### src/rtl/seg_frame_decoder_if.sv
// ---------------------------------------------------------------------------
// seg_frame_decoder_if
//   Bundles the symbol stream and decoded results of seg_frame_decoder.
//   master : symbol source / result consumer (drives seg_in, seg_valid)
//   slave  : the decoder (drives p_out, q_out, frame_valid, frame_err, busy)
//   seg_in      [6:0]          segment pattern, bit6=g .. bit0=a
//   seg_valid                  one symbol per high cycle
//   p_out/q_out [4*NDIGITS-1:0] last good P / Q words
//   frame_valid                one-cycle pulse, p_out/q_out just updated
//   frame_err                  one-cycle pulse, malformed frame discarded
//   busy                       frame in progress
// ---------------------------------------------------------------------------
interface seg_frame_decoder_if #(
    parameter int NDIGITS = 4
);
    logic [6:0]           seg_in;
    logic                 seg_valid;
    logic [4*NDIGITS-1:0] p_out;
    logic [4*NDIGITS-1:0] q_out;
    logic                 frame_valid;
    logic                 frame_err;
    logic                 busy;

    modport master (
        output seg_in, seg_valid,
        input  p_out, q_out, frame_valid, frame_err, busy
    );

    modport slave (
        input  seg_in, seg_valid,
        output p_out, q_out, frame_valid, frame_err, busy
    );
endinterface

### src/rtl/seg_frame_decoder.sv
// ---------------------------------------------------------------------------
// seg_frame_decoder
//   Receives seven-segment glyphs and reassembles frames of the form
//   P_MARK, NDIGITS hex digits (MS first), Q_MARK, NDIGITS hex digits.
//   Good frames update p_out/q_out together with a frame_valid pulse;
//   malformed frames are dropped with a frame_err pulse.
//   Ports: clk, rst_n (async, active-low), bus (seg_frame_decoder_if.slave).
// ---------------------------------------------------------------------------
module seg_frame_decoder #(
    parameter int         NDIGITS = 4,
    parameter logic [6:0] P_MARK  = 7'b1110011,
    parameter logic [6:0] Q_MARK  = 7'b1100111
) (
    input  logic                 clk,
    input  logic                 rst_n,
    seg_frame_decoder_if.slave   bus
);
    localparam int W  = 4 * NDIGITS;
    localparam int CW = (NDIGITS > 1) ? $clog2(NDIGITS) : 1;
    localparam logic [CW-1:0] LAST = CW'(NDIGITS - 1);

    // Glyph for nibble value i sits at index i.
    localparam logic [6:0] GLYPH [16] = '{
        7'b0111111, 7'b0000110, 7'b1011011, 7'b1001111,
        7'b1100110, 7'b1101101, 7'b1111101, 7'b0000111,
        7'b1111111, 7'b1101111, 7'b1110111, 7'b1111100,
        7'b0111001, 7'b1011110, 7'b1111011, 7'b1110001
    };

    typedef enum logic [1:0] {IDLE, P_DIG, WAIT_Q, Q_DIG} state_t;

    state_t        state_q;
    logic [CW-1:0] cnt_q;
    logic [W-1:0]  shp_q, shq_q;
    logic [W-1:0]  p_q, q_q;
    logic          fv_q, fe_q;

    // ---- glyph decode: one exact comparator per table entry ----
    logic [15:0] hit;
    logic        dig_ok;
    logic [3:0]  dig_nib;
    logic        is_p, is_q;
    logic        bad_sym;

    for (genvar gi = 0; gi < 16; gi++) begin : g_glyph
        assign hit[gi] = (bus.seg_in == GLYPH[gi]);
    end

    assign is_p = (bus.seg_in == P_MARK);
    assign is_q = (bus.seg_in == Q_MARK);

    always_comb begin
        dig_ok  = |hit;
        dig_nib = 4'd0;
        for (int i = 0; i < 16; i++) begin
            if (hit[i]) dig_nib = 4'(i);
        end
    end

    // A symbol that does not fit the current frame position. IDLE never
    // complains: anything other than P_MARK there is just line noise.
    always_comb begin
        bad_sym = 1'b0;
        case (state_q)
            P_DIG, Q_DIG: bad_sym = !dig_ok;
            WAIT_Q:       bad_sym = !is_q;
            default:      bad_sym = 1'b0;
        endcase
    end

    always_ff @(posedge clk or negedge rst_n) begin
        if (!rst_n) begin
            state_q <= IDLE;
            cnt_q   <= '0;
            shp_q   <= '0;
            shq_q   <= '0;
            p_q     <= '0;
            q_q     <= '0;
            fv_q    <= 1'b0;
            fe_q    <= 1'b0;
        end else begin
            fv_q <= 1'b0;
            fe_q <= 1'b0;
            if (bus.seg_valid) begin
                if (bad_sym) begin
                    // Drop the partial frame. A P_MARK is itself a valid frame
                    // start, so it is consumed as such rather than lost.
                    fe_q    <= 1'b1;
                    shp_q   <= '0;
                    shq_q   <= '0;
                    cnt_q   <= '0;
                    state_q <= is_p ? P_DIG : IDLE;
                end else begin
                    case (state_q)
                        IDLE: begin
                            if (is_p) begin
                                state_q <= P_DIG;
                                cnt_q   <= '0;
                                shp_q   <= '0;
                            end
                        end
                        P_DIG: begin
                            shp_q <= (shp_q << 4) | W'(dig_nib);
                            if (cnt_q == LAST) begin
                                cnt_q   <= '0;
                                state_q <= WAIT_Q;
                            end else begin
                                cnt_q <= cnt_q + CW'(1);
                            end
                        end
                        WAIT_Q: begin
                            state_q <= Q_DIG;
                            cnt_q   <= '0;
                            shq_q   <= '0;
                        end
                        Q_DIG: begin
                            shq_q <= (shq_q << 4) | W'(dig_nib);
                            if (cnt_q == LAST) begin
                                // Publish both words at once so p_out/q_out
                                // never expose a half-updated pair.
                                p_q     <= shp_q;
                                q_q     <= (shq_q << 4) | W'(dig_nib);
                                fv_q    <= 1'b1;
                                cnt_q   <= '0;
                                state_q <= IDLE;
                            end else begin
                                cnt_q <= cnt_q + CW'(1);
                            end
                        end
                        default: state_q <= IDLE;
                    endcase
                end
            end
        end
    end

    assign bus.p_out       = p_q;
    assign bus.q_out       = q_q;
    assign bus.frame_valid = fv_q;
    assign bus.frame_err   = fe_q;
    assign bus.busy        = (state_q != IDLE);
endmodule
### src/flat_wrapper.sv
// flat-port wrapper written by rule: the top's interface ports become plain ports
module seg_frame_decoder_flat 
#(
    parameter int         NDIGITS = 4,
    parameter logic [6:0] P_MARK  = 7'b1110011,
    parameter logic [6:0] Q_MARK  = 7'b1100111
)
  (clk, rst_n, bus_seg_in, bus_seg_valid, bus_p_out, bus_q_out, bus_frame_valid, bus_frame_err, bus_busy);
  seg_frame_decoder_if #(.NDIGITS(NDIGITS)) bus_i ();
  input  logic clk;
  input  logic rst_n;
  input wire logic [$bits(bus_i.seg_in)-1:0] bus_seg_in;
  input wire logic [$bits(bus_i.seg_valid)-1:0] bus_seg_valid;
  output wire logic [$bits(bus_i.p_out)-1:0] bus_p_out;
  output wire logic [$bits(bus_i.q_out)-1:0] bus_q_out;
  output wire logic [$bits(bus_i.frame_valid)-1:0] bus_frame_valid;
  output wire logic [$bits(bus_i.frame_err)-1:0] bus_frame_err;
  output wire logic [$bits(bus_i.busy)-1:0] bus_busy;
  assign bus_i.seg_in = bus_seg_in;
  assign bus_i.seg_valid = bus_seg_valid;
  assign bus_p_out = bus_i.p_out;
  assign bus_q_out = bus_i.q_out;
  assign bus_frame_valid = bus_i.frame_valid;
  assign bus_frame_err = bus_i.frame_err;
  assign bus_busy = bus_i.busy;
  seg_frame_decoder #(.NDIGITS(NDIGITS), .P_MARK(P_MARK), .Q_MARK(Q_MARK)) u_core (.clk(clk), .rst_n(rst_n), .bus(bus_i));
endmodule
### config.mk
export PLATFORM = sky130hd
export DESIGN_NAME = seg_frame_decoder_flat
export DESIGN_NICKNAME = d
export VERILOG_FILES = /design/src/rtl/seg_frame_decoder_if.sv /design/src/rtl/seg_frame_decoder.sv /design/src/flat_wrapper.sv
export SDC_FILE = /design/constraint.sdc
export NUM_CORES = 1
export LEC_CHECK = 0
export ABC_CLOCK_PERIOD_IN_PS = 2400
export CORE_MARGIN = 2
export CORE_UTILIZATION = 30
export CTS_CLUSTER_DIAMETER = 150
export DETAILED_ROUTE_END_ITERATION = 16
export PLACE_DENSITY_LB_ADDON = 0.08
export SYNTH_ARGS = -nofsm -noshare
export SYNTH_HDL_FRONTEND = slang
export SYNTH_SLANG_ARGS = --single-unit
export TNS_END_PERCENT = 50
### constraint.sdc
create_clock -name clk -period 2.4 [get_ports clk]
set_clock_uncertainty 0.2 [all_clocks]
set_input_delay 0.48 -clock clk [delete_from_list [all_inputs] [get_ports clk]]
set_output_delay 0.48 -clock clk [all_outputs]
set_load 0.02 [all_outputs]
# Word-level counts from Yosys, hierarchy flattened
# Index checks and enable logic that the tools add are counted.
totals:
  register_bits: 66
  in_bits: 10
  output_inout_bits: 35
  word_cells: 87
classes:
  n_addsub: 1
  eq_ne: 25
  mux: 37
  n_bitwise: 3
  n_reduce_logical: 13
ops:
  columns: ["operator", "count"]
  rows:
  - ["equality test 7 bit (second input constant)", 14]
  - ["2-to-1 mux 4 bit", 14]
  - ["2-to-1 mux 16 bit", 2]
  - ["bitwise OR 16 x 4 -> 16 bit", 2]
  - ["case mux 16 bit (2 select lines)", 1]
  - ["case mux 12 bit (2 select lines)", 1]
  - ["OR reduction 16 bit", 1]
  - ["equality test 7 x 3 -> 1 bit (second input constant)", 2]
  - ["equality test 7 x 6 -> 1 bit (second input constant)", 2]
  - ["2-to-1 mux 2 bit", 7]
  - ["2-to-1 mux 12 bit", 1]
  - ["!= test 3 x 1 -> 1 bit (second input constant)", 3]
  - ["2-to-1 mux 1 bit", 8]
  - ["case mux 2 bit (4 select lines)", 1]
  - ["AND reduction 4 bit", 2]
  - ["equality test 2 bit (second input constant)", 3]
  - ["case mux 2 bit (3 select lines)", 1]
  - ["nonzero test 3 bit", 2]
  - ["AND reduction 2 bit", 2]
  - ["AND reduction 3 bit", 1]
  - ["adder 2 x 1 -> 2 bit (second input constant)", 1]
  - ["equality test 2 x 1 -> 1 bit (second input constant)", 1]
  - ["zero test 1 bit", 2]
  - ["zero test 2 bit", 1]
  - ["other kinds (4)", 4]

# Logic depth before layout (Yosys ltp)
logic_depth:
  ltp_word: 19
  mapped_depth: 8
  ltp_nobuf: 7

# Worst setup path before layout
# OpenSTA, ideal clock, no wires.
synth_timing:
  path_kind: "input port to flip-flop"
  start: "input port bus_seg_in[1]"
  end: "register u_core.p_q[10] (netlist: u_core.bus.p_out[10])"
  arrival_time_ns: 2.168
  required_time_ns: 2.075
  path_slack_ns: -0.093
  cell_stages: 8
  path_cell_list: "buf_6 -> nor2b_4 -> nor3b_2 -> o31ai_2 -> nand4_2 -> o211ai_4 -> buf_12 -> mux2_4"
synth_via:
  elab_chain_len: 6
synth_rtl:
  columns: ["element", "line", "text"]
  rows:
  - ["start: declaration", "flat_wrapper.sv:12", "input wire logic [$bits(bus_i.seg_in)-1:0] bus_seg_in;"]
  - ["equality test 7 x 6 -> 1 bit, or another cell as far along", "seg_frame_decoder.sv:46", "assign hit[gi] = (bus.seg_in == GLYPH[gi]);"]
  - ["OR reduction 16 bit", "seg_frame_decoder.sv:53", "dig_ok = |hit;"]
  - ["zero test 1 bit", "seg_frame_decoder.sv:65", "P_DIG, Q_DIG: bad_sym = !dig_ok;"]
  - ["case mux 1 bit (2 select lines) *", "seg_frame_decoder.sv:64", "case (state_q)"]
  - ["NOT 1 bit (no line) *", null, null]
  - ["AND reduction 4 bit (no line) *", null, null]
  - ["end signal: assignment", "seg_frame_decoder.sv:121", "p_q <= shp_q;"]
  - ["end: declaration", "seg_frame_decoder.sv:35", "logic [W-1:0] p_q, q_q;"]
# Every way passes the cells marked *; elsewhere a longest branch is shown, timed or not.
# A chain may end at the register's enable or synchronous reset.

# Worst setup path after layout
layout_timing:
  start: "input port bus_seg_in[5]"
  end: "register u_core.shp_q[9]"
layout_via:
  elab_chain_len: 6
layout_rtl:
  columns: ["element", "line", "text"]
  rows:
  - ["equality test 7 x 6 -> 1 bit, or another cell as far along", "seg_frame_decoder.sv:46", null]
  - ["OR reduction 16 bit", "seg_frame_decoder.sv:53", null]
  - ["zero test 1 bit", "seg_frame_decoder.sv:65", null]
  - ["case mux 1 bit (2 select lines)", "seg_frame_decoder.sv:64", null]
  - ["!= test 3 x 1 -> 1 bit (no line) / nonzero test 3 bit (equally long branches)", null, null]
  - ["AND reduction 3 bit (no line)", null, null]
  - ["end signal: assignment", "seg_frame_decoder.sv:103", "shp_q <= (shp_q << 4) | W'(dig_nib);"]
  - ["end: declaration", "seg_frame_decoder.sv:34", "logic [W-1:0] shp_q, shq_q;"]
# Several ways; a longest one is shown, not always the timed one.

==> results.yml <==
status:
  status: "finished clean"
critical_path:
  crit_chain: "buf_6 -> buf_8 -> nand3b_1 -> a21oi_4 -> buf_4 -> o31a_1 -> o41ai_4 -> buf_4 -> a21oi_4 -> buf_12 -> a22o_1"
  critPathBufInv: 5
  criticalPathCategory: "input port to flip-flop"
  slowest_delay_ns: 0.36
  critPathArrivalTime_ns: 2.36
  cp-end-kind: "flip-flop"
  cp_slowest_cell: "o41ai_4"
  start_kind: "input port"
  critical-path-top-delay-family: "compound AO/OA/AOI/OAI gates"
  crit_fanout: 12
  crit_required_ns: 2.41
drt:
  ant_nets: 0
  post_drt_wl_per_cell_microns: 16.35
  vias: 2529
  vias_per_cell: 4.882
  drt-pass1-iter-count: 6
  wirelength_microns: 8470
  drc: 0
  drtIter0Drc: 54
clock_network:
  cts_tree: "done"
  cts_root_buffer: "clkbuf_16"
  numCtsBuffers: 9
  clk_pin_slew_ns: 0.06
  cts_sinks: 66
  insertion_delay_ns: 0.32
  h-tree-depth: 3
  clockBufferDepth: 2
synthesis:
  synth.distinct_cells: 67
  syn-cell-area_sq_um: 3412
  synthSimpleGateAreaFrac_pct: 12.06
  synth_nets: 272
  synth-compound-area-share_pct: 18.67
  synth_top_family_by_area: "compound AO/OA/AOI/OAI gates"
  yosys-top-cells-count: "66 x dfrtp_1, 25 x mux2_4, 20 x a22o_1, 13 x nand2_1"
  synth_fa_ha_area_share_pct: 1.834
  synth_top_area_cell: "dfrtp_1"
  synth-main-ff-cell: "dfrtp_1"
  synth.area.top_cells: "dfrtp_1 48%, mux2_4 11%, a22o_1 5.1%"
  ys_seq_elements: 66
  async_reset_ff_share_pct: 100.0
  synth_enable_flop_cells: 0
  seq_area_frac_synth_pct: 48.40
  muxShareOfSynthArea_pct: 13.16
  synth_xor_area_share_pct: 0.2567
  synth_area_per_cell_sq_um: 13.28
  post_synth_inst_count: 257
  netlist.area_leader.share_pct: 48.40
  yosysMostFrequentCell: "dfrtp_1"
  yosysWarnings: 0
min_path:
  min_path_type: "flip-flop to flip-flop"
run:
  max_cap_violations: 0
sta:
  final_hold_viol_count: 0
  whs_ns: 0.2967
  finalSetupTns_ns: 0
  fmax_mhz: 426.1
  period_share_pct: 97.79
  slew_headroom_pct: 53.68
  slew_viol_final: 0
  tightest_slew_ns: 0.6875
  fin_crit_ns: 2.347
  rsz0062_at_grt: "yes"
  setup_viol: 0
pwr:
  p_per_area_nw_per_um2: 776.1
  p_leak_nw: 2.442
  ir_worst_vdd_v: 0.0005824
  p_total_mw: 4.056
cells_and_area:
  stdcell_count: 518
  drive_gt1_share_pct: 47.62
  fin_nets: 388
  finish.utilization_pct: 47.58
  antenna_cells: 0
  fillers: 980
  final-seq-area_sq_um: 1652
  multi_input_area_sq_um: 1827
  synthToLayoutAreaGrowth_pct: 53.17
die:
  die_w_microns: 110.6
  die_y_microns: 110.6
  dieArea_sq_um: 12240
  io_pins: 45
  start_util_pct: 31.07
  num_rows: 38
  core_sq_um: 10980
global_route:
  grt_pass1_vias: 2699
  grt_max_degree: 67
  antenna_found_initial: 0
  gr-usage-all-layers_pct: 14.37
  grt_overflow: 0
  grt_pass1_wl_microns: 14190
placement:
  dp_hpwl_microns: 5483
  io_buffer_count: 44
  place_congestion: 0.7514
  placed_cells: 474
stage by stage:
stage | setup WS [ns] | area, sq um
final | 0.05299 | 5226
after global routing | -0.01302 | 5226
after CTS | -0.02623 | 5136
after detailed placement | -0.7946 | 4308
after global placement | -0.7336 | 4308
after floorplan | -0.08727 | 3432
per-layer routing:
metal / GRT usage, % / vias up / part of all wire (%)
li1: - / 1208 / -
met5: 0 / - / 0
met2: 23.07 / 38 / 48
met1: 19.35 / 1275 / 48
met3: 3.238 / 8 / 2.7
met4: 4.417 / 0 / 1.0
flip-flops by register name, summed over array words and instances, names as in the netlist:
name and cells:
u_core.shq_q 12, u_core.cnt_q 2, u_core.bus.frame_valid 1, u_core.bus.p_out 16, u_core.shp_q 16, u_core.bus.q_out 16, u_core.bus.frame_err 1, u_core.state_q 2
final timing paths:
kind	from	endpoint	slack [ns]	cells after the start
hold / removal	u_core.cnt_q[1]	u_core.cnt_q[1]	0.30	2
setup reg to reg	u_core.state_q[1]	u_core.shp_q[9]	0.17	9
max in group asynchronous	rst_n	u_core.bus.q_out[15]	1.21	3
setup / recovery	bus_seg_in[5]	u_core.shp_q[9]	0.05	11
hold reg to reg	u_core.cnt_q[1]	u_core.cnt_q[1]	0.30	2
min in group asynchronous	rst_n	u_core.bus.p_out[10]	0.50	3
cells in the final DEF (no fill, tap or decap), types with 3 or more instances in the layout:
cell type	netlist	routed
clkdlybuf4s50_1	0	35
clkbuf_16	0	9
dfrtp_1	66	66
nand2_1	13	7
a21oi_4	0	3
o31ai_4	1	3
o21ai_0	7	6
o2bb2ai_1	8	6
ha_1	5	3
nor2_1	4	3
buf_4	1	50
nor3_1	6	4
a21oi_1	5	4
mux2i_1	4	4
inv_1	8	7
nand2_2	1	5
nand3_4	1	3
buf_12	3	9
nand3b_1	3	3
a22o_1	20	20
mux2_4	25	26
buf_6	6	15
buf_2	3	5
cell families (layout without fill, tap and decap cells):
| logic type | Yosys count | count (layout) |
|---|---|---|
| DFF | 66 | 66 |
| muxes | 32 | 32 |
| buffers and inverters | 24 | 145 |
| AOI/OAI and AO/OA | 70 | 70 |
| adders and majority gates | 5 | 5 |
| and+or+nand+nor | 59 | 59 |
| xor gates and xnor gates | 1 | 1 |
where the power goes:
part | internal, mW | total [mW] | switching, mW
registers | 1.19 | 1.25 | 0.0611
logic | 0.661 | 1.37 | 0.707
clock network | 0.918 | 1.44 | 0.518
total | 2.77 | 4.06 | 1.29
final cells by class:
class,instances,share of cell area (%)
Inverter,8,0.5746
Clock inverter,7,1.915
Multi-Input combinational cell,167,34.95
Timing Repair Buffer,121,23.29
Clock buffer,9,4.309
Tap cell,140,3.352
Sequential cell,66,31.60
worst min-delay path, cell delays in order, from the launching register on:
cell and delay, ns:
dfrtp_1 0.35, nand2_1 0.05, o21ai_0 0.06
what timing repair did:
item	in CTS	in global routing
pin swaps	18	18
setup buffers	21	9
gates cloned	5	0
gates resized for setup	69	34
endpoints found under the setup margin	65	60
endpoints found under the hold margin	55	0
hold buffers	1	0
Note: power is estimated with default switching activity, not from simulation.
